**config.mk**
```make
export PLATFORM = sky130hd
export DESIGN_NAME = de3_fifo
export DESIGN_NICKNAME = d
export VERILOG_FILES = /design/src/rtl/de_pkg.sv /design/src/rtl/sync_fifo.sv /design/src/rtl/de3_fifo.sv
export SDC_FILE = /design/constraint.sdc
export NUM_CORES = 1
export LEC_CHECK = 0
export CELL_PAD_IN_SITES_DETAIL_PLACEMENT = 1
export CELL_PAD_IN_SITES_GLOBAL_PLACEMENT = 2
export CORE_MARGIN = 10
export CORE_UTILIZATION = 30
export CTS_CLUSTER_DIAMETER = 150
export DETAILED_ROUTE_END_ITERATION = 16
export PLACE_DENSITY = 0.73
export SYNTH_ARGS = -nofsm -noshare
export SYNTH_HDL_FRONTEND = slang
export SYNTH_SLANG_ARGS = --single-unit
```
**constraint.sdc**
```tcl
create_clock -name clk -period 2.8 [get_ports clk]
set_input_delay 0.42 -clock clk [delete_from_list [all_inputs] [get_ports clk]]
set_output_delay 0.42 -clock clk [all_outputs]
set_load 0.03 [all_outputs]
```
**src/rtl/de_pkg.sv**
```systemverilog
// Shared definitions for the decoder family that sits on the pe3 encoder link.
package de_pkg;

  localparam int unsigned CODE_W   = 3;
  localparam int unsigned ONEHOT_W = 8;

  // Code-to-one-hot decode; a disabled input decodes to all-zero.
  function automatic logic [ONEHOT_W-1:0] dec_onehot(input logic en,
                                                     input logic [CODE_W-1:0] code);
    return en ? (ONEHOT_W'(1) << code) : '0;
  endfunction

endpackage

```
**src/rtl/sync_fifo.sv**
```systemverilog
// Show-ahead synchronous FIFO with occupancy count; no full-FIFO pass-through.
module sync_fifo #(
  parameter int unsigned W     = 8,
  parameter int unsigned DEPTH = 4,
  localparam int unsigned AW   = $clog2(DEPTH),
  localparam int unsigned CW   = $clog2(DEPTH) + 1
) (
  input  logic          clk,
  input  logic          rst_n,
  input  logic          wr_valid,
  output logic          wr_ready,
  input  logic [W-1:0]  wr_data,
  output logic          rd_valid,
  input  logic          rd_ready,
  output logic [W-1:0]  rd_data,
  output logic [CW-1:0] count
);

  logic [W-1:0]  mem [DEPTH];
  logic [AW-1:0] rd_ptr;
  logic [AW-1:0] wr_ptr;
  logic          push;
  logic          pop;

  // Handshake qualifiers and show-ahead head, all from registered state.
  always_comb begin
    wr_ready = (count != CW'(DEPTH));
    rd_valid = (count != '0);
    push     = wr_valid & wr_ready;
    pop      = rd_valid & rd_ready;
    rd_data  = rd_valid ? mem[rd_ptr] : '0;
  end

  // Storage array; contents are intentionally left unreset.
  always_ff @(posedge clk) begin
    if (push) mem[wr_ptr] <= wr_data;
  end

  // Pointer and occupancy update; pointers wrap naturally modulo DEPTH.
  always_ff @(posedge clk) begin
    if (!rst_n) begin
      rd_ptr <= '0;
      wr_ptr <= '0;
      count  <= '0;
    end else begin
      if (push) wr_ptr <= wr_ptr + AW'(1);
      if (pop)  rd_ptr <= rd_ptr + AW'(1);
      if (push && !pop)      count <= count + CW'(1);
      else if (pop && !push) count <= count - CW'(1);
    end
  end

  count_in_range: assert property (@(posedge clk) disable iff (!rst_n)
                                   count <= CW'(DEPTH))
    else $error("sync_fifo count out of range: %0d", count);

endmodule

```
**src/rtl/de3_fifo.sv**
```systemverilog
// 3-to-8 one-hot decoder feeding a small FIFO, with a sticky codes-seen mask.
module de3_fifo
  import de_pkg::*;
#(
  parameter int unsigned DEPTH = 4,
  localparam int unsigned CW   = $clog2(DEPTH) + 1
) (
  input  logic                clk,
  input  logic                rst_n,
  input  logic                in_valid,
  output logic                in_ready,
  input  logic                in_en,
  input  logic [CODE_W-1:0]   in_code,
  output logic                out_valid,
  input  logic                out_ready,
  output logic [ONEHOT_W-1:0] out_y,
  output logic [CW-1:0]       count,
  output logic [ONEHOT_W-1:0] seen,
  input  logic                seen_clr
);

  logic [ONEHOT_W-1:0] y_new;
  logic                push;

  // Input-side decode and push qualifier.
  always_comb begin
    y_new = dec_onehot(in_en, in_code);
    push  = in_valid & in_ready;
  end

  sync_fifo #(
    .W     (ONEHOT_W),
    .DEPTH (DEPTH)
  ) u_fifo (
    .clk      (clk),
    .rst_n    (rst_n),
    .wr_valid (in_valid),
    .wr_ready (in_ready),
    .wr_data  (y_new),
    .rd_valid (out_valid),
    .rd_ready (out_ready),
    .rd_data  (out_y),
    .count    (count)
  );

  // Sticky mask; a push in the clearing cycle is ORed in after the clear.
  always_ff @(posedge clk) begin
    if (!rst_n) seen <= '0;
    else        seen <= (seen_clr ? '0 : seen) | (push ? y_new : '0);
  end

endmodule

```
======== Word level (Yosys, flattened, before mapping) ========
Memory sizes are Yosys's and may differ from the RTL's. A register that Yosys moved wholly into a read port is not among the register bits.
Index checks and enable logic that the tools add are counted.
Widths: inputs -> output; s select.
storage, ports and cells
  flip-flop bits (word level) ............. 15
  RAM bits ................................ 32
  input port bits ......................... 9
  output and inout port bits .............. 21
  word-level logic and storage cells ...... 30
  memories ................................ 1
cells by class
  add/subtract/negate cells ............... 4
  eq/ne operators ......................... 1
  shift operators ......................... 1
  multiplexer cells ....................... 10
  bitwise logic cells ..................... 3
  reduce and logical (&&, ||, !) cells .... 6
memories
  memory      depth  width  rd ports  clocked after memory_dff  write ports  RTL line         source
  u_fifo.mem  4      8      1         1                         1            sync_fifo.sv:19  logic [W-1:0] mem [DEPTH];
operator list
  cell                 count
  $mux 8               4
  $or 8x8->8           1
  $shl 1x3->8 const A  1
  $mux 3               2
  $add 2x1->2 const B  2
  $mux 2               2
  $add 3x1->3 const B  1
  $ne 3x3->1 const B   1
  $reduce_bool 3->1    1
  $sub 3x1->3 const B  1
  $and 1x1->1          2
  $logic_and 1x1->1    2
  $logic_not 1->1      2
  $mux 1               2
  $reduce_bool 2->1    1

======== Depth between registers and ports, before layout ========
  depth after elaboration ................. 6
  gate-level depth with buffers ........... 10
  gate-level depth less buffers ........... 8

======== By module ========
A second synthesis with hierarchy kept.
unflattened totals
  cell total of the unflattened synthesis .. 142
  area total of the unflattened synthesis .. 2,059.5 um^2
modules (own cells, without submodules)
  module     instances  cells each  area an instance (um^2)  sequential area each (um^2)
  sync_fifo  1          101         1,692.9                  1,141.1
  de3_fifo   1          41          366.6                    160.2

======== Worst setup path after synthesis ========
Ideal clock, no wire load.
  kind .................................... register to register
  start point ............................. register u_fifo.count[0]
  end point ............................... register u_fifo.count[2]
  library setup time ...................... 0.076 ns
  arrival time ............................ 2.316 ns
  data required time ...................... 2.724 ns
  setup slack ............................. 0.409 ns
  cell stages (with the launch flop) ...... 11
  buffers on the path ..................... 2
  clock period less this slack ............ 2.391 ns
  cells stage by stage .................... dfxtp_1 or3b_1 buf_6 and2_4 buf_6 ha_1 inv_1 fa_1 xor2_1 or3_1 a21boi_0
between the ends
  cells in the longest elaborated chain, start to end .. 5
  elaborated cells on any way between the ends .. 13
  classes of those cells .................. add/sub: 2; eq/ne: 1; mux: 2; bitwise: 2; reduce/logical: 6
RTL lines
  what                                RTL line         source
  from (decl)                         sync_fifo.sv:16  output logic [CW-1:0] count
  from (signal assigned)              sync_fifo.sv:48  if (push && !pop) count <= count + CW'(1);
  from (signal assigned)              sync_fifo.sv:49  else if (pop && !push) count <= count - CW'(1);
  $ne 3x3->1 (*)                      sync_fifo.sv:27  wr_ready = (count != CW'(DEPTH));
  net in_ready                        de3_fifo.sv:11   output logic in_ready,
  $and 1x1->1 (*)                     -
  net push                            de3_fifo.sv:23   logic push;
  $logic_not 1->1                     sync_fifo.sv:49
  $logic_and 1x1->1                   sync_fifo.sv:49
  $reduce_bool 2->1 (no source line)  -
The timed path passes the listed nets; every way through them passes the cells marked *. The select of a mux whose other input is x is not followed.
A chain may end at the register's enable or synchronous reset.

==> impl_metrics.ini <==
[detailed_routing]
first_pass_iters = 4
vias = 1242
wirelength_um = 4340
wl_per_cell_um = 16.7
drc = 0
ant_nets = 0
first_iter_violations = 35
viasPerCell = 4.80

[pwr]
leakage_nw = 0.850
internal_power_mw = 1.47
p_per_area_nw_per_um2 = 904
p_seq_share_pct = 41.0
power_frac_comb_pct = 42.1
clockPowerShare_pct = 16.9
p_switching_mw = 0.796
ir_drop_v = 0.000320
switching_share_pct = 35.1

[cells_and_area]
nets = 193
regArea_um2 = 1300
insertedDiodeCount = 0
design_area_um2 = 2510
final_layout_size_suffix_gt1_share_pct = 11.2
final_core_util_pct = 37.2
fin_cells = 259
area_growth_pct = 21.0
multi_input_area_um2 = 712
n_fill_cell = 718

[clocking]
htreeDepth = 2
cts_buffers = 5
hold_buffers = 0
clkTransAtPathRegs_ns = 0.08
cts.sinks = 49
clk_latency_ns = 0.29
cts_root_buf = clkbuf_8
clk_path_buf_depth = 2
cts_tree = built
post_cts_resized = 0
cts_setup_buffers = 0

[logic_synthesis]
synth_edf_count = 32
yosys_most_used_dff = edfxtp_1
synthesis.instances = 149
yosysSeqAreaShare_pct = 62.6
synth.most_common_cell = edfxtp_1
yosys_warnings = 0
yosysTopAreaCell = edfxtp_1
synthTopCellsByArea = edfxtp_1 (46%), dfxtp_1 (16%), mux4_2 (8.7%), nand3b_1 (3.6%), ha_1 (3.0%)
async_reset_ff_share_pct = 0
netlist.area_leader.share_pct = 46.2
synthTopCellsByCount = edfxtp_1 (32), dfxtp_1 (17), nand3b_1 (10), o21ai_0 (10), nor2b_1 (9)
synth_area_um2 = 2080
ys_types = 30
synth.avg_cell_area_um2 = 13.9
synth-seq-cells = 49
syn_nets = 164

[timing]
tightest_slew_ns = 0.714
relSlewSlack_pct = 52.3
skew_ns = 0.00730
finalMaxSlewViolations = 0
setup_viol = 0
timing.final.ws_setup_ns = 0.309
setup-tns-final_ns = 0
period_needed_ns = 2.49
fmax_mhz = 402
period_share_pct = 89.0
hold_violations = 0
grt_setup_unrepaired = false

[die]
num_rows = 30
die_x_um = 103
start_util_pct = 30.8
io_pins = 30
die_height_um = 103
core-area_um2 = 6760
die_area_um2 = 10700

[place]
portBuffers = 29
place_area_um2 = 2430
place_inst = 251
dp_hpwl_um = 3210
pre_cts_ws_ns = 0.247
gp_congestion = 0.788

[grt]
antenna_found_initial = 0
grt_pass1_vias = 1345
grt_max_degree = 23
overflow = 0
grt_usage_pct = 8.65
grt_pass1_wl_um = 6920

[worst_hold_path]
min_delay_path_depth = 2
min_path_type = reg -> reg

[worst_setup_path]
critPathLaunchType = flop
arrival_ns = 2.07
ff2ff_path_depth = 8
cp.required_ns = 2.38
crit_path_end_kind = primary output
cp_max_fo = 8
worst-setup-path-type = reg -> out

[flow_run]
maxCapViolCount = 0

[status]
status = finished clean
[registers in the layout, summed over array words and instances, names as in the netlist, named ones only]
signal / flops
u_fifo.mem: 32
seen: 8
u_fifo.count: 3
u_fifo.rd_ptr: 2
u_fifo.wr_ptr: 2
[cell families (layout without fill, tap and decap cells)]
logic type | Yosys count | in the layout | share of synthesized area, %
multiplexers | 11 | 11 | 10.1
AND/OR/NAND/NOR | 54 | 54 | 15.4
buffers and inverters | 13 | 43 | 3.13
XOR/XNOR | 3 | 3 | 1.26
flip-flops | 49 | 49 | 62.6
AO/OA/AOI/OAI | 13 | 13 | 3.49
adder cells (fa/ha/maj) | 6 | 6 | 3.97
[cell usage in the layout, fill, tap and decap left out, drive strengths merged, types with 5 or more instances in the layout]
cell           instances
clkbuf                 7
clkdlybuf4s50         29
dfxtp                 17
edfxtp                32
ha                     5
mux4                   8
nand2                  8
nand3b                10
nor2                   7
nor2b                  9
o21ai                 10
[final timing paths]
kind	start	endpoint	slack, ns
max	flop	out_y[7]	0.31
min	u_fifo.rd_ptr[1]$_SDFFE_PN0P_	u_fifo.rd_ptr[1]$_SDFFE_PN0P_	0.50
min reg2reg	u_fifo.rd_ptr[1]$_SDFFE_PN0P_	u_fifo.rd_ptr[1]$_SDFFE_PN0P_	0.50
max reg2reg	u_fifo.count[0]$_SDFFE_PN0P_	u_fifo.count[2]$_SDFFE_PN0P_	0.53
[power groups by stage]
stage	combinational, mW	clock, mW	sequential, mW
finish	0.956	0.383	0.932
global route	1.04	0.429	0.946
CTS	0.989	0.399	0.934
detailed placement	0.986	0	0.950
global placement	0.964	0	0.943
floorplan	0.608	0	0.970
[critical path, stage by stage, from the launching register on]
cell and delay [ns]:
dfxtp_1 0.31, buf_4 0.20, mux4_2 0.53, nor2b_1 0.14, clkdlybuf4s50_1 0.59
[per-layer routing]
metal	wire, um	GRT usage (%)	up-vias
met2	2020	13.9	37
met4	70	3.32	0
li1	-	-	593
met5	0	0	-
met1	1860	9.85	604
met3	393	3.99	8
[through the flow]
stage | hold WS (ns) | power [mW]
after floorplan | 0.456 | 1.58
after global placement | 0.472 | 1.91
after detailed placement | 0.489 | 1.94
after CTS | 0.509 | 2.32
after global routing | 0.535 | 2.42
final | 0.495 | 2.27
[final cells by class]
cell class              instances  share of cell area [%]
well taps                      80                    3.98
flip-flops and latches         49                    51.8
clock inverters                 1                   0.149
repair buffers                 31                    12.1
inverters                       4                   0.597
multi-input cells              87                    28.3
clock buffers                   7                    3.04
Power figures use the tool's default switching activity.
